--- src/rtl/axis_addr_resp_if.sv ---
`default_nettype none
// ============================================================================
// Module   : axis_addr_resp_if
// Purpose  : AXI address channel plus expanded beat stream for axis_addr_resp
// Revision : 1.0 - initial release
// ============================================================================
interface axis_addr_resp_if #(
    parameter int AXI_ID_WIDTH   = 8,
    parameter int AXI_LEN_WIDTH  = 8,
    parameter int AXI_ADDR_WIDTH = 32
);
    logic                      axi_aready;
    logic [AXI_ID_WIDTH-1:0]   axi_aid;
    logic [AXI_ADDR_WIDTH-1:0] axi_aaddr;
    logic [AXI_LEN_WIDTH-1:0]  axi_alen;
    logic                      axi_avalid;
    logic [AXI_ID_WIDTH-1:0]   beat_id;
    logic [AXI_ADDR_WIDTH-1:0] beat_addr;
    logic                      beat_last;
    logic                      beat_valid;
    logic                      beat_ready;

    // Responder view: takes commands, produces beats.
    modport slave (
        output axi_aready,
        input  axi_aid, axi_aaddr, axi_alen, axi_avalid,
        output beat_id, beat_addr, beat_last, beat_valid,
        input  beat_ready
    );

    modport master (
        input  axi_aready,
        output axi_aid, axi_aaddr, axi_alen, axi_avalid,
        input  beat_id, beat_addr, beat_last, beat_valid,
        output beat_ready
    );
endinterface
`default_nettype wire

--- src/rtl/axis_addr_resp.sv ---
`default_nettype none
// ============================================================================
// Module   : axis_addr_resp
// Purpose  : Queues AXI address bursts and expands each into per-beat id/addr/last
// Revision : 1.0 - initial release
// ============================================================================
module axis_addr_resp #(
    parameter int AXI_ID_WIDTH   = 8,
    parameter int AXI_LEN_WIDTH  = 8,
    parameter int AXI_ADDR_WIDTH = 32,
    parameter int AXI_DATA_WIDTH = 256,
    parameter int CMD_DEPTH_LOG2 = 2
) (
    input  logic                    clk,
    input  logic                    rst,
    axis_addr_resp_if.slave         s,
    output logic [CMD_DEPTH_LOG2:0] cmd_level
);
    localparam int DEPTH = 1 << CMD_DEPTH_LOG2;
    localparam logic [AXI_ADDR_WIDTH-1:0] STRIDE = AXI_ADDR_WIDTH'(AXI_DATA_WIDTH / 8);

    typedef enum logic [1:0] {
        IDLE  = 2'b01,
        BURST = 2'b10
    } state_t;

    logic [AXI_ID_WIDTH-1:0]   fifo_id   [DEPTH];
    logic [AXI_ADDR_WIDTH-1:0] fifo_addr [DEPTH];
    logic [AXI_LEN_WIDTH-1:0]  fifo_len  [DEPTH];
    logic [CMD_DEPTH_LOG2-1:0] wr_ptr;
    logic [CMD_DEPTH_LOG2-1:0] rd_ptr;
    logic [CMD_DEPTH_LOG2:0]   count;

    state_t                    state;
    logic [AXI_ID_WIDTH-1:0]   cur_id;
    logic [AXI_ADDR_WIDTH-1:0] cur_addr;
    logic [AXI_LEN_WIDTH-1:0]  cur_len;
    logic [AXI_LEN_WIDTH-1:0]  beat_cnt;
    logic                      cur_last;
    logic                      cur_valid;

    logic full;
    logic empty;
    logic push;
    logic pop;
    logic burst_done;

    assign full       = (count == (CMD_DEPTH_LOG2 + 1)'(DEPTH));
    assign empty      = (count == '0);
    assign s.axi_aready = ~rst & ~full;
    assign push       = s.axi_avalid & s.axi_aready;
    assign burst_done = (state == BURST) & cur_valid & s.beat_ready & cur_last;
    // The head is consumed either to start from idle or to chain straight after a last beat.
    assign pop        = ~empty & ((state == IDLE) | burst_done);

    assign s.beat_id    = cur_id;
    assign s.beat_addr  = cur_addr;
    assign s.beat_last  = cur_last;
    assign s.beat_valid = cur_valid;
    assign cmd_level    = count;

    always_ff @(posedge clk) begin
        if (push) begin
            fifo_id[wr_ptr]   <= s.axi_aid;
            fifo_addr[wr_ptr] <= s.axi_aaddr;
            fifo_len[wr_ptr]  <= s.axi_alen;
        end
    end

    always_ff @(posedge clk) begin
        if (rst) begin
            wr_ptr <= '0;
            rd_ptr <= '0;
            count  <= '0;
        end else begin
            if (push) wr_ptr <= wr_ptr + 1'b1;
            if (pop)  rd_ptr <= rd_ptr + 1'b1;
            case ({push, pop})
                2'b10:   count <= count + 1'b1;
                2'b01:   count <= count - 1'b1;
                default: count <= count;
            endcase
        end
    end

    always_ff @(posedge clk) begin
        if (rst) begin
            state     <= IDLE;
            cur_id    <= '0;
            cur_addr  <= '0;
            cur_len   <= '0;
            beat_cnt  <= '0;
            cur_last  <= 1'b0;
            cur_valid <= 1'b0;
        end else begin
            case (state)
                IDLE: begin
                    if (!empty) begin
                        cur_id    <= fifo_id[rd_ptr];
                        cur_addr  <= fifo_addr[rd_ptr];
                        cur_len   <= fifo_len[rd_ptr];
                        beat_cnt  <= '0;
                        cur_last  <= (fifo_len[rd_ptr] == '0);
                        cur_valid <= 1'b1;
                        state     <= BURST;
                    end
                end
                BURST: begin
                    if (s.beat_ready) begin
                        if (!cur_last) begin
                            cur_addr <= cur_addr + STRIDE;
                            beat_cnt <= beat_cnt + 1'b1;
                            // Last flag is precomputed so it is registered alongside the address.
                            cur_last <= ((beat_cnt + AXI_LEN_WIDTH'(1)) == cur_len);
                        end else if (!empty) begin
                            cur_id   <= fifo_id[rd_ptr];
                            cur_addr <= fifo_addr[rd_ptr];
                            cur_len  <= fifo_len[rd_ptr];
                            beat_cnt <= '0;
                            cur_last <= (fifo_len[rd_ptr] == '0);
                        end else begin
                            cur_valid <= 1'b0;
                            cur_last  <= 1'b0;
                            state     <= IDLE;
                        end
                    end
                end
                default: begin
                    cur_valid <= 1'b0;
                    cur_last  <= 1'b0;
                    state     <= IDLE;
                end
            endcase
        end
    end
endmodule
`default_nettype wire

--- src/flat_wrapper.sv ---
// flat-port wrapper written by rule: the top's interface ports become plain ports
module axis_addr_resp_flat 
#(
    parameter int AXI_ID_WIDTH   = 8,
    parameter int AXI_LEN_WIDTH  = 8,
    parameter int AXI_ADDR_WIDTH = 32,
    parameter int AXI_DATA_WIDTH = 256,
    parameter int CMD_DEPTH_LOG2 = 2
)
  (clk, rst, cmd_level, s_axi_aready, s_axi_aid, s_axi_aaddr, s_axi_alen, s_axi_avalid, s_beat_id, s_beat_addr, s_beat_last, s_beat_valid, s_beat_ready);
  axis_addr_resp_if #(.AXI_ID_WIDTH(AXI_ID_WIDTH), .AXI_LEN_WIDTH(AXI_LEN_WIDTH), .AXI_ADDR_WIDTH(AXI_ADDR_WIDTH)) s_i ();
  input  logic clk;
  input  logic rst;
  output logic [CMD_DEPTH_LOG2:0] cmd_level;
  output wire logic [$bits(s_i.axi_aready)-1:0] s_axi_aready;
  input wire logic [$bits(s_i.axi_aid)-1:0] s_axi_aid;
  input wire logic [$bits(s_i.axi_aaddr)-1:0] s_axi_aaddr;
  input wire logic [$bits(s_i.axi_alen)-1:0] s_axi_alen;
  input wire logic [$bits(s_i.axi_avalid)-1:0] s_axi_avalid;
  output wire logic [$bits(s_i.beat_id)-1:0] s_beat_id;
  output wire logic [$bits(s_i.beat_addr)-1:0] s_beat_addr;
  output wire logic [$bits(s_i.beat_last)-1:0] s_beat_last;
  output wire logic [$bits(s_i.beat_valid)-1:0] s_beat_valid;
  input wire logic [$bits(s_i.beat_ready)-1:0] s_beat_ready;
  assign s_axi_aready = s_i.axi_aready;
  assign s_i.axi_aid = s_axi_aid;
  assign s_i.axi_aaddr = s_axi_aaddr;
  assign s_i.axi_alen = s_axi_alen;
  assign s_i.axi_avalid = s_axi_avalid;
  assign s_beat_id = s_i.beat_id;
  assign s_beat_addr = s_i.beat_addr;
  assign s_beat_last = s_i.beat_last;
  assign s_beat_valid = s_i.beat_valid;
  assign s_i.beat_ready = s_beat_ready;
  axis_addr_resp #(.AXI_ID_WIDTH(AXI_ID_WIDTH), .AXI_LEN_WIDTH(AXI_LEN_WIDTH), .AXI_ADDR_WIDTH(AXI_ADDR_WIDTH), .AXI_DATA_WIDTH(AXI_DATA_WIDTH), .CMD_DEPTH_LOG2(CMD_DEPTH_LOG2)) u_core (.clk(clk), .rst(rst), .s(s_i), .cmd_level(cmd_level));
endmodule
--- config.mk ---
export PLATFORM = sky130hd
export DESIGN_NAME = axis_addr_resp_flat
export DESIGN_NICKNAME = d
export VERILOG_FILES = /design/src/rtl/axis_addr_resp_if.sv /design/src/rtl/axis_addr_resp.sv /design/src/flat_wrapper.sv
export SDC_FILE = /design/constraint.sdc
export NUM_CORES = 1
export LEC_CHECK = 0
export ABC_AREA = 1
export BUFFER_PORTS_ARGS = -buffer_cell sky130_fd_sc_hd__buf_2
export CORE_MARGIN = 10
export CORE_UTILIZATION = 44
export CTS_CLUSTER_SIZE = 30
export DETAILED_ROUTE_END_ITERATION = 8
export SLEW_MARGIN = 0
export SYNTH_ARGS = -nofsm -noshare
export SYNTH_HDL_FRONTEND = slang
export SYNTH_SLANG_ARGS = --single-unit
--- constraint.sdc ---
create_clock -name clk -period 4.3 [get_ports clk]
set_input_delay 0.215 -clock clk [delete_from_list [all_inputs] [get_ports clk]]
set_output_delay 0.215 -clock clk [all_outputs]
set_load 0.03 [all_outputs]
# Yosys cells after proc, flatten, opt, wreduce, memory -nomap -nowiden
# Memory sizes are Yosys's and may differ from the RTL's. A register that Yosys moved wholly into a read port is not among the register bits.
# Index checks and enable logic that the tools add are counted.
# classes
add_sub_neg	6
n_eq_ne	10
mux	40
n_bitwise	10
n_reduce_logical	8
# ops
op	count
32-bit 2-to-1 mux	3
8-bit 2-to-1 mux	9
32-bit one-hot mux with 2 select lines	1
8-bit one-hot mux with 2 select lines	3
32-bit by 6-bit adder with 32-bit output, second input constant	1
2-bit 2-to-1 mux	10
1-bit 2-to-1 mux	10
8-bit by 1-bit adder with 8-bit output, second input constant	1
8-bit equality test	1
8-bit logical NOT	1
1-bit AND	6
3-bit one-hot mux with 2 select lines	1
2-bit by 1-bit adder with 2-bit output, second input constant	2
2-bit by 1-bit equality test with 1-bit output, second input constant	2
2-bit equality test, second input constant	2
2-bit by 1-bit != test with 1-bit output, second input constant	2
2-bit != test, second input constant	2
1-bit one-hot mux with 2 select lines	2
2-bit one-hot mux with 2 select lines	1
2-bit AND reduction	2
4-bit AND reduction	1
2-bit nonzero test	2
3-bit by 1-bit adder with 3-bit output, second input constant	1
3-bit equality test, second input constant	1
5 further kinds	7
# word_totals
reg_bits	67
ramBits	192
output_inout_bits	46
word_cells	87
n_memories	3
# memory_table
memory	words	word_bits	read_ports	rd_clocked_by_memory_dff	write_ports	line	text
u_core.fifo_addr	4	32	1	1	1	axis_addr_resp.sv:28	logic [AXI_ADDR_WIDTH-1:0] fifo_addr [DEPTH];
u_core.fifo_id	4	8	1	1	1	axis_addr_resp.sv:27	logic [AXI_ID_WIDTH-1:0] fifo_id [DEPTH];
u_core.fifo_len	4	8	1	1	1	axis_addr_resp.sv:29	logic [AXI_LEN_WIDTH-1:0] fifo_len [DEPTH];

# Longest topological paths before layout
# Gate-level depths: netlist of run 1.
# depth
ltp_word	8
depth_mapped	15
ltp_nobuf	15

# Least setup slack after synthesis of run 1
# OpenSTA, ideal clock, no wires.
# synth_path
path_kind	reg-to-reg
start	register u_core.count[1], in the netlist u_core.cmd_level[1]
end	memory u_core.fifo_addr[0][0] (enable)
setup_ns	0.454
arrival_time_ns	3.551
required_ns	3.846
path_slack_ns	0.295
stages_incl_launch_ff	5
synth_period_minus_slack_ns	4.005
cell_sequence	dfxtp_1 -> nor2_1 -> a21oi_1 -> nand2_1 -> nor2_1
# synth_via
elab_chain_cells	6
# synth_lines
item	line	text
from (decl)	axis_addr_resp.sv:32	logic [CMD_DEPTH_LOG2:0] count;
from (signal assigned)	axis_addr_resp.sv:79	2'b10: count <= count + 1'b1;
from (signal assigned)	axis_addr_resp.sv:80	2'b01: count <= count - 1'b1;
from (signal assigned)	axis_addr_resp.sv:81	default: count <= count;
3-bit equality test	axis_addr_resp.sv:48	assign full = (count == (CMD_DEPTH_LOG2 + 1)'(DEPTH));
1-bit inverter	axis_addr_resp.sv:50	assign s.axi_aready = ~rst & ~full;
1-bit AND	axis_addr_resp.sv:50	
via s_axi_aready	flat_wrapper.sv:15	output wire logic [$bits(s_i.axi_aready)-1:0] s_axi_aready;
1-bit AND	axis_addr_resp.sv:51	assign push = s.axi_avalid & s.axi_aready;
1-bit 2-to-1 mux	axis_addr_resp.sv:63	if (push) begin
1-bit 2-to-1 mux (not written as such)	axis_addr_resp.sv:65	fifo_addr[wr_ptr] <= s.axi_aaddr;
to (decl)	axis_addr_resp.sv:28	
# The timed path passes the listed nets, and every way through them passes these cells.

# Worst setup path in the final report of run 1
# layout_path
start	register u_core.count[1], in the netlist u_core.cmd_level[1]
end	register u_core.count[2], in the netlist u_core.cmd_level[2]
# layout_rtl
item	line	text
3-bit logical NOT *	axis_addr_resp.sv:49	assign empty = (count == '0);
1-bit inverter *	axis_addr_resp.sv:54	assign pop = ~empty & ((state == IDLE) | burst_done);
1-bit AND *	axis_addr_resp.sv:54	
via u_core.pop	axis_addr_resp.sv:45	logic pop;
2-bit by 1-bit equality test with 1-bit output / 2-bit equality test (equally long branches)	axis_addr_resp.sv:78	case ({push, pop})
3-bit one-hot mux with 2 select lines / 2-bit nonzero test (equally long branches)	n/a	
# The timed path passes the listed nets; every way through them passes the cells marked *.
# A chain may end at the register's enable or synchronous reset.

==> results by group, run 1 <==
Run status
  • Status: finished clean

Critical path
  • Worst EP arrival: approximately 3100 ps
  • WP data required: 4720 ps
  • FF-to-FF setup slack: roughly 1700 ps
  • Crit-path cells: nor2_1 > nand2_1 > inv_2 > nor3_1 > ha_1 > inv_1 > fa_1 > a21oi_1 > o21ai_0 > o21ai_0 > a21oi_1
  • CP Class: flop to flop
  • Crit-path max FO: 14
  • FF-to-FF Start: u_core.cmd_level[1]
  • Crit Reg-Reg Endpoint: u_core.cmd_level[2]
  • Startpoint type of the worst setup path: flop
  • CP peak stage delay: 410 ps
  • Reg2Reg Depth: 11
  • Slowest CP cell: nor3_1
  • CP Capture Type: flop

Power and ir drop
  • Power Density: slightly below 600 mW/mm^2
  • Clk pwr share: 31.6%
  • VDD IR max: 0.306 mV
  • Sequential share of power: 40.4%
  • Switching share of power: 34.5%
  • Leakage: slightly below 5 nW
  • Pint: around 5 mW
  • Switching pwr: 2.66 mW
  • Gate power share: 28.0%

Synth
  • Synth Register Bits: 260
  • Sequential area share after synthesis: between 60% and 70%
  • Yosys top cell by area: edfxtp_1
  • Syn Nets: between 1000 and 1500
  • Cell area after synthesis: approximately 0.011 mm^2
  • Asr flop ratio synth: 0%
  • Cells after synthesis: 1051
  • Post-synth top area share: 52.1%
  • Library cells used by synthesis: 53
  • Synthesis Warnings: 0
  • EDFF count, synth: 192
  • Commonest register cell after synthesis: edfxtp_1
  • Syn Area/Cell: 10.5 um^2
  • Top cells by area, synth: edfxtp_1 52%, dfxtp_1 12%, nand2_1 6.7%

Clock tree
  • Post-CTS setup buffers: 0
  • Worst-path clk slew: ~60 ps
  • Clk buf depth: 3
  • Clk Tree Root Cell: clkbuf_16
  • # resized after CTS: 0
  • Post-CTS Hold Buffers: 48
  • TritonCTS Buffers: 27
  • Clk_lat worst skew: around 530 ps
  • CTS H-tree lvls: 1
  • TritonCTS clock tree: done
  • Clock sink count: 260

Floorplanning
  • Num rows: 57
  • Die area: 0.0319 mm^2
  • Ports: 98
  • Die H: 179 um
  • Core ar.: 0.0245 mm^2
  • Die span in x: 179 um
  • Initial core utilization: around 45%

Global route
  • GRT Total Usage: 17.2%
  • Grt ovf: 0
  • First-pass GRT wire length: ~44 mm
  • Vias in the first global route: just under 8000
  • Initial antenna violation count: 1
  • Pin count of the biggest net entering global routing: 97

Drt
  • DRT antenna net count: 0
  • # DRC: 0
  • Drt pass-1 iters: 5
  • Wire per inst: 18.2 um
  • Total Routed Length: 28.0 mm
  • Vias after detailed routing: approximately 8000
  • Via density: 5.37
  • Iteration-0 DRC Markers: 752

Flow run
  • Max Cap Viol: 0

Layout
  • Area grow syn2layout: 19.8%
  • Final core utilization: between 50 and 60%
  • Fin nets: between 1000 and 1500
  • Share of cells above drive strength 1: 16.1%

Timing
  • Max-slew violation count: 0
  • Unrepaired setup endpoints after global routing: no
  • Peak Freq: 379 MHz
  • Final Setup Violations: 0
  • Max Clock Skew: 14.5 ps
  • Slew @ Worst Pin: 1040 ps
  • Fin. Hold Viols: 0
  • Final hold slack: 138 ps
  • Fin crit share: approximately three fifths
  • Crit path time final: 2640 ps
  • Slew margin rel.: 30.4%
  • TNS Setup: 0 ps

Hold path
  • Hold path cells: 4
  • HP Class: input pin to flop
  • HP Start: s_beat_ready
  • Worst Hold End: u_core.s.beat_last

Placement
  • RePlAce Congestion: between 0.8 and 0.9
  • Port-buffer cells: just under 100
  • Post-DP HPWL: 17.9 mm
[power groups by stage]
stage          clock network [mW]  registers [mW]  logic, mW
5_1_grt                      2.57            3.14       2.42
3_5_place_dp                    0            3.17       2.13
3_3_place_gp                    0            3.16       2.10
6_report                     2.44            3.12       2.16
2_1_floorplan                   0            3.35       1.35
4_1_cts                      2.47            3.12       2.17
[kinds of logic after synthesis]
logic type,count (synthesis),synth area share [%]
AO/OA/AOI/OAI,242,13.3
XOR/XNOR,1,0.0791
adder cells (fa/ha/maj),10,1.20
buffers and inverters,127,4.95
flip-flops,260,64.4
AND/OR/NAND/NOR,411,16.1
[synthesized netlist by cell type (all sizes together), types with 4 or more instances]
library cell  number
nor3              13
clkbuf            18
o211a              5
o211ai             7
nand2            200
edfxtp           192
buf               34
inv               74
o22ai              7
nand3             64
o311ai             4
a221oi             5
o21ai             96
ha                 9
nor2             121
o221ai            10
a211oi             4
a21oi             75
a31oi             10
a32o               5
nand4              9
dfxtp             68
[sequential cells by signal (all words and copies together) (netlist names), 2 cells and up, named ones only]
register / flops
u_core.s.beat_addr: 32
u_core.cmd_level: 3
u_core.rd_ptr: 2
u_core.cur_len: 8
u_core.fifo_addr: 128
u_core.beat_cnt: 8
u_core.fifo_len: 32
u_core.wr_ptr: 2
u_core.fifo_id: 32
u_core.s.beat_id: 8
[how the worst max path moves through the flow]
stage / startpoint / end / slack, ps
after global placement: u_core.cmd_level[1] / u_core.cmd_level[2] / 1700
after global routing: u_core.cmd_level[1] / u_core.cmd_level[2] / 1410
after detailed placement: u_core.cmd_level[1] / u_core.cmd_level[2] / 1680
after CTS: u_core.cmd_level[1] / u_core.cmd_level[2] / 1670
after floorplan: u_core.cmd_level[1] / u_core.fifo_addr[0][0] / 300
final: u_core.cmd_level[1] / u_core.cmd_level[2] / 1660
[worst max-delay path, delay by kind of cell (launching register included)]
| kind | cells | cell delay (ps) |
|---|---|---|
| AND/OR/NAND/NOR | 3 | 820 |
| adder cells (fa/ha/maj) | 2 | 600 |
| AO/OA/AOI/OAI | 4 | 450 |
| flip-flops | 1 | 370 |
| buffers and inverters | 2 | 280 |
[through the flow]
stage          instance area, um^2  power, mW  instances  setup slack [ps]
6_report                     13300       7.72       1534              1660
5_1_grt                      13300       8.14       1533              1410
4_1_cts                      13300       7.76       1533              1670
3_5_place_dp                 11800       5.30       1435              1680
3_3_place_gp                 11800       5.27       1435              1700
2_1_floorplan                11100       4.70       1051               295
[final cells by class]
| cell class | instances | area, um^2 |
|---|---|---|
| Fill cell | 2223 | 11300 |
| Inverter | 75 | 287 |
| Clock inverter | 16 | 218 |
| Antenna cell | 1 | 2.50 |
| Tap cell | 324 | 405 |
| Timing Repair Buffer | 160 | 1080 |
| Sequential cell | 260 | 7130 |
| Clock buffer | 34 | 712 |
| Multi-Input combinational cell | 664 | 3430 |
[placed cells by master, fill, tap and decap left out, types with 8 or more instances in the layout]
master,synthesis,layout
nand2_1,197,197
edfxtp_1,192,192
nor2_1,111,107
buf_2,22,97
o21ai_0,89,89
a21oi_1,75,75
dfxtp_1,68,66
inv_1,65,65
nand3_1,61,61
dlygate4sd3_1,0,48
clkbuf_16,0,27
buf_4,8,15
nor3_1,13,13
o221ai_1,10,10
a31oi_1,10,10
ha_1,9,9
nand4_1,8,8
[layer usage]
layer	wire length (um)	global-route usage, %
met1	12700	24.2
met4	548	4.31
met2	12800	27.4
met3	1910	2.71
met5	0	0
(Power assumes the default switching activity.)
==> inputs of run 2 (changes only) <==
==> constraint.sdc (replaced) <==
create_clock -name clk -period 2.2 [get_ports clk]
set_input_delay 0.11 -clock clk [delete_from_list [all_inputs] [get_ports clk]]
set_output_delay 0.11 -clock clk [all_outputs]
set_load 0.03 [all_outputs]
==> results by group, run 2 (synthesized netlist as in run 1, its figures left out) <==
Run status
  • Status: finished clean

Floorplanning
  • Initial core utilization: a little under half
  • Die span in x: 179 um
  • Die area: between 0.03 and 0.04 mm^2
  • Die H: roughly 180 um
  • Ports: 98
  • Core ar.: 0.0245 mm^2
  • Num rows: 57

Global route
  • Grt ovf: 0
  • Vias in the first global route: just under 8000
  • GR peak layer: met2
  • First-pass GRT wire length: 44.1 mm
  • Routing usage on met1: 23.8%
  • Met3 GRT Util: around 3.0%
  • GRT Total Usage: 17.5%
  • GRT met2 Usage: 28.9%
  • Initial antenna violation count: 2
  • Pin count of the biggest net entering global routing: 63

Timing
  • Slew @ Worst Pin: between 400 and 500 ps
  • Max Clock Skew: 18.6 ps
  • Final Setup Violations: 0
  • Unrepaired setup endpoints after global routing: no
  • Fin crit share: just over 90%
  • Peak Freq: 492 MHz
  • Final hold slack: 41.1 ps
  • Fin. Hold Viols: 0
  • Slew margin rel.: 67.0%
  • Max-slew violation count: 0
  • Crit path time final: 2030 ps
  • TNS Setup: 0 ps

Clock tree
  • CTS H-tree lvls: 1
  • TritonCTS clock tree: done
  • Clock sink count: 260
  • Worst-path clk slew: roughly 60 ps
  • TritonCTS Buffers: 28
  • Clk buf depth: 3
  • Clk_lat worst skew: between 500 and 600 ps
  • Clk Tree Root Cell: clkbuf_16

Critical path
  • FF-to-FF setup slack: 170 ps
  • Startpoint type of the worst setup path: flop
  • CP Capture Type: flop
  • Worst EP arrival: 2460 ps
  • CP Class: flop to flop
  • WP data required: ~2600 ps
  • Crit-path max FO: 3
  • FF-to-FF Start: u_core.s.beat_valid
  • Reg2Reg Depth: 11
  • Crit Reg-Reg Endpoint: u_core.cmd_level[2]

Layout
  • Largest register FFs: 128
  • Commonest non-fill, non-tap cell in the layout: nand2_1
  • Register name with the most flops: u_core.fifo_addr
  • Final core utilization: between 50% and 60%
  • Area grow syn2layout: 23.2%
  • Share of cells above drive strength 1: 18.5%
  • Most frequent cells in the layout: 196 x nand2_1, 192 x edfxtp_1, 107 x nor2_1
  • Fin nets: 1274
  • Non-filler cells, final: 1560

Flow run
  • Max Cap Viol: 0

Drt
  • DRT antenna net count: 0
  • Wire per inst: 18.1 um
  • # DRC: 0
  • Iteration-0 DRC Markers: about 660
  • Via density: about 5.3
  • Drt pass-1 iters: 5
  • Total Routed Length: 28.3 mm
  • Vias after detailed routing: 8198

Placement
  • Port-buffer cells: 97
  • Post-DP HPWL: about 18 mm
  • RePlAce Congestion: between 0.8 and 0.9
  • # placed instances: 1458

Hold path
  • Hold path cells: 4
  • Worst Hold End: u_core.s.beat_last
  • HP Class: input pin to flop
  • HP Start: s_beat_ready

Power and ir drop
  • Leakage: 5.12 nW
  • VDD IR max: between 0.7 and 0.8 mV
  • Power Density: 1150 mW/mm^2
==> run 2: cell types whose count changed in the layout (fill, tap and decap cells not counted), moves of 3 or more <==
| cell | change |
|---|---|
| clkinvlp_4 | -3 |
| buf_12 | +8 |
| dfxtp_1 | -4 |
| clkbuf_1 | -3 |
| clkinv_1 | +4 |
| buf_4 | +15 |
| dfxtp_2 | +3 |
==> run 2: routing by layer <==
layer	share of wire (%)	wire length (um)
met3	6.1	1740
met4	0.91	257
met2	48	13500
met1	45	12800
met5	0	0
==> run 2: report_power, final <==
part | switching (mW) | internal, mW
Clock | 1.90 | 3.08
Sequential | 0.336 | 5.74
Combinational | 3.08 | 1.53
Total | 5.31 | 10.4
==> run 2: worst max-delay path by stage <==
stage | start | end
6_report | u_core.s.beat_valid | u_core.cmd_level[2]
5_1_grt | u_core.s.beat_valid | u_core.cmd_level[2]
4_1_cts | u_core.s.beat_valid | u_core.cmd_level[2]
3_5_place_dp | u_core.s.beat_valid | u_core.cmd_level[2]
3_3_place_gp | u_core.s.beat_valid | u_core.cmd_level[2]
2_1_floorplan | u_core.s.beat_last | u_core.cmd_level[2]
==> run 2: critical path: stages (launching register included) <==
cell and delay [ps]:
dfxtp_2 330, inv_1 70, ha_2 200, nor2_1 80, nor3_4 200, ha_1 160
inv_1 60, fa_1 370, a21oi_1 130, o21ai_0 110, o21ai_0 150, a21oi_1 50
==> run 2: area by class of cell <==
| class | count | area (um^2) |
|---|---|---|
| diodes | 2 | 5.00 |
| clock buffers | 35 | 778 |
| clock inverters | 17 | 210 |
| fillers | 2163 | 10900 |
| inverters | 75 | 287 |
| multi-input cells | 664 | 3460 |
| flip-flops and latches | 260 | 7140 |
| well taps | 324 | 405 |
| repair buffers | 183 | 1350 |
==> run 2: stage by stage <==
stage	total power [mW]	cell area (um^2)	worst slack (ps)
finish	15.7	13600	168
global route	16.5	13600	9.12
CTS	15.8	13600	144
detailed placement	10.7	12200	151
floorplan	9.24	11100	11.8
global placement	10.6	12200	166
==> run 2: repair_timing <==
| item | in CTS | in global routing |
|---|---|---|
| setup endpoints to repair | 0 | 2 |
| hold endpoints to repair | 192 | 0 |
| buffers inserted | 0 | 0 |
| hold buffers | 48 | 0 |
| resized for setup | 0 | 2 |
==> inputs of run 3 (changes only) <==
--- a/config.mk
+++ b/config.mk
@@ -11,6 +11,7 @@
 export CORE_UTILIZATION = 44
 export CTS_CLUSTER_SIZE = 30
 export DETAILED_ROUTE_END_ITERATION = 8
+export PLACE_DENSITY_LB_ADDON = 0.25
 export SLEW_MARGIN = 0
 export SYNTH_ARGS = -nofsm -noshare
 export SYNTH_HDL_FRONTEND = slang
==> results by group, run 3 (synthesized netlist as in run 1, its figures left out) <==
Run status
  • Status: finished clean

Drt
  • Via density: 5.32
  • # DRC: 0
  • Wire per inst: 17.9 um
  • Vias after detailed routing: 8263
  • Total Routed Length: approximately 28 mm
  • Drt pass-1 iters: 5
  • Iteration-0 DRC Markers: 802
  • DRT antenna net count: 0

Layout
  • Largest register FFs: roughly 130
  • Area grow syn2layout: 22.8%
  • Most frequent cells in the layout: 196 x nand2_1, 192 x edfxtp_1, 107 x nor2_1
  • Fin nets: 1269
  • Register name with the most flops: u_core.fifo_addr
  • Final instance area: 0.0136 mm^2
  • Share of cells above drive strength 1: 18.6%
  • Commonest non-fill, non-tap cell in the layout: nand2_1

Critical path
  • Crit-path cells: inv_1 > ha_2 > a21oi_1 > nor3_4 > ha_1 > inv_1 > fa_1 > a21oi_1 > o21ai_0 > o21ai_1 > a21oi_1
  • Cell mode on critical path: a21oi_1
  • CP Capture Type: flop
  • WP data required: 2620 ps
  • Crit-path max FO: 3
  • CP peak stage delay: 370 ps
  • CP Class: flop to flop
  • Startpoint type of the worst setup path: flop
  • Worst EP arrival: 2460 ps
  • Slowest CP cell: fa_1

Clock tree
  • Clk Tree Root Cell: clkbuf_16
  • Clock sink count: 260
  • Clk_lat worst skew: 540 ps
  • Worst-path clk slew: 60 ps
  • Clk buf depth: 3
  • CTS H-tree lvls: 1
  • TritonCTS clock tree: done
  • TritonCTS Buffers: 28

Global route
  • First-pass GRT wire length: 43.0 mm
  • Grt ovf: 0
  • Pin count of the biggest net entering global routing: 67
  • GRT Total Usage: 17.0%
  • Vias in the first global route: 7945
  • Initial antenna violation count: 1

Timing
  • Max Clock Skew: 13.6 ps
  • Slew @ Worst Pin: 575 ps
  • Max-slew violation count: 0
  • Slew margin rel.: between 60% and 70%
  • Unrepaired setup endpoints after global routing: no
  • Crit path time final: 2050 ps
  • TNS Setup: 0 ps
  • Peak Freq: 488 MHz
  • Fin crit share: 93.1%
  • Fin. Hold Viols: 0
  • Final Setup Violations: 0

Floorplanning
  • Die span in x: roughly 180 um
  • Die H: 179 um
  • Die area: approximately 0.032 mm^2
  • Initial core utilization: 45.1%
  • Core ar.: 0.0245 mm^2
  • Num rows: 57
  • Ports: 98

Placement
  • Post-DP HPWL: approximately 18 mm
  • RePlAce Congestion: 0.884
  • Post-Place Cell Area: 0.0121 mm^2
  • Port-buffer cells: 97

Hold path
  • HP Class: input pin to flop

Power and ir drop
  • Leakage: 5.09 nW
  • VDD IR max: between 0.5 and 0.6 mV
  • Power Density: 1140 mW/mm^2

Flow run
  • Max Cap Viol: 0
run 3: changes by cell type in the layout (fill, tap and decap cells not counted), moves of 2 or more:
cell / before / now
buf_4: 30 / 24
clkinv_1: 7 / 1
clkinv_2: 4 / 8
clkinvlp_4: 0 / 4
bufinv_16: 5 / 3
clkbuf_8: 3 / 5
run 3: final cells by class:
class	instances	area, um^2
flip-flops and latches	260	7140
repair buffers	178	1320
multi-input cells	664	3470
clock buffers	36	802
clock inverters	16	171
diodes	1	2.50
fillers	2140	10900
inverters	75	287
well taps	324	405
run 3: path summary, 6_finish.rpt:
| check | start | to | slack [ps] | cells after the start |
|---|---|---|---|---|
| max | u_core.s.beat_valid | u_core.cmd_level[2] | 150 | 11 |
| min | s_axi_avalid | u_core.cmd_level[0] | 80 | 4 |
| max reg2reg | u_core.s.beat_valid | u_core.cmd_level[2] | 150 | 11 |
| min reg2reg | u_core.rd_ptr[0] | u_core.rd_ptr[0] | 480 | 1 |
run 3: report_power, final:
| group | total, mW | switching (mW) | internal [mW] |
|---|---|---|---|
| sequential | 6.08 | 0.339 | 5.74 |
| combinational | 4.62 | 3.09 | 1.52 |
| clock | 4.83 | 1.90 | 2.93 |
| total | 15.5 | 5.33 | 10.2 |
run 3: stage by stage:
stage / util, % / cells / setup WS, ps / power (mW) / hold WS (ps)
global route: 55.4 / 1554 / 7.97 / 16.3 / 91.8
global placement: 49.4 / 1452 / 146 / 10.6 / 326
detailed placement: 49.4 / 1452 / 117 / 10.7 / 328
floorplan: - / 1051 / 11.8 / 9.24 / 209
finish: 55.4 / 1554 / 152 / 15.5 / 82.9
CTS: 55.3 / 1553 / 93.5 / 15.6 / 67.7
run 3: what timing repair did:
item | 4_1_cts | 5_1_grt
setup buffers | 0 | 0
resized for setup | 0 | 4
endpoints found under the hold margin | 193 | 0
hold buffers | 49 | 0
endpoints found under the setup margin | 0 | 6
run 3: critical path: cells and delay by family, from the launching register on:
family          cells  cell delay, ps
fa+ha+maj           3             740
compound gates      5             520
flops               1             340
simple gates        1             200
buf+inv             2             140
run 3: routing by layer:
metal	track usage, %	share of wire, %	vias to the layer above
li1	-	-	4049
met1	23.0	46	3922
met2	27.2	46	239
met3	2.94	6.3	53
met4	5.37	2.2	0
met5	0	0	-
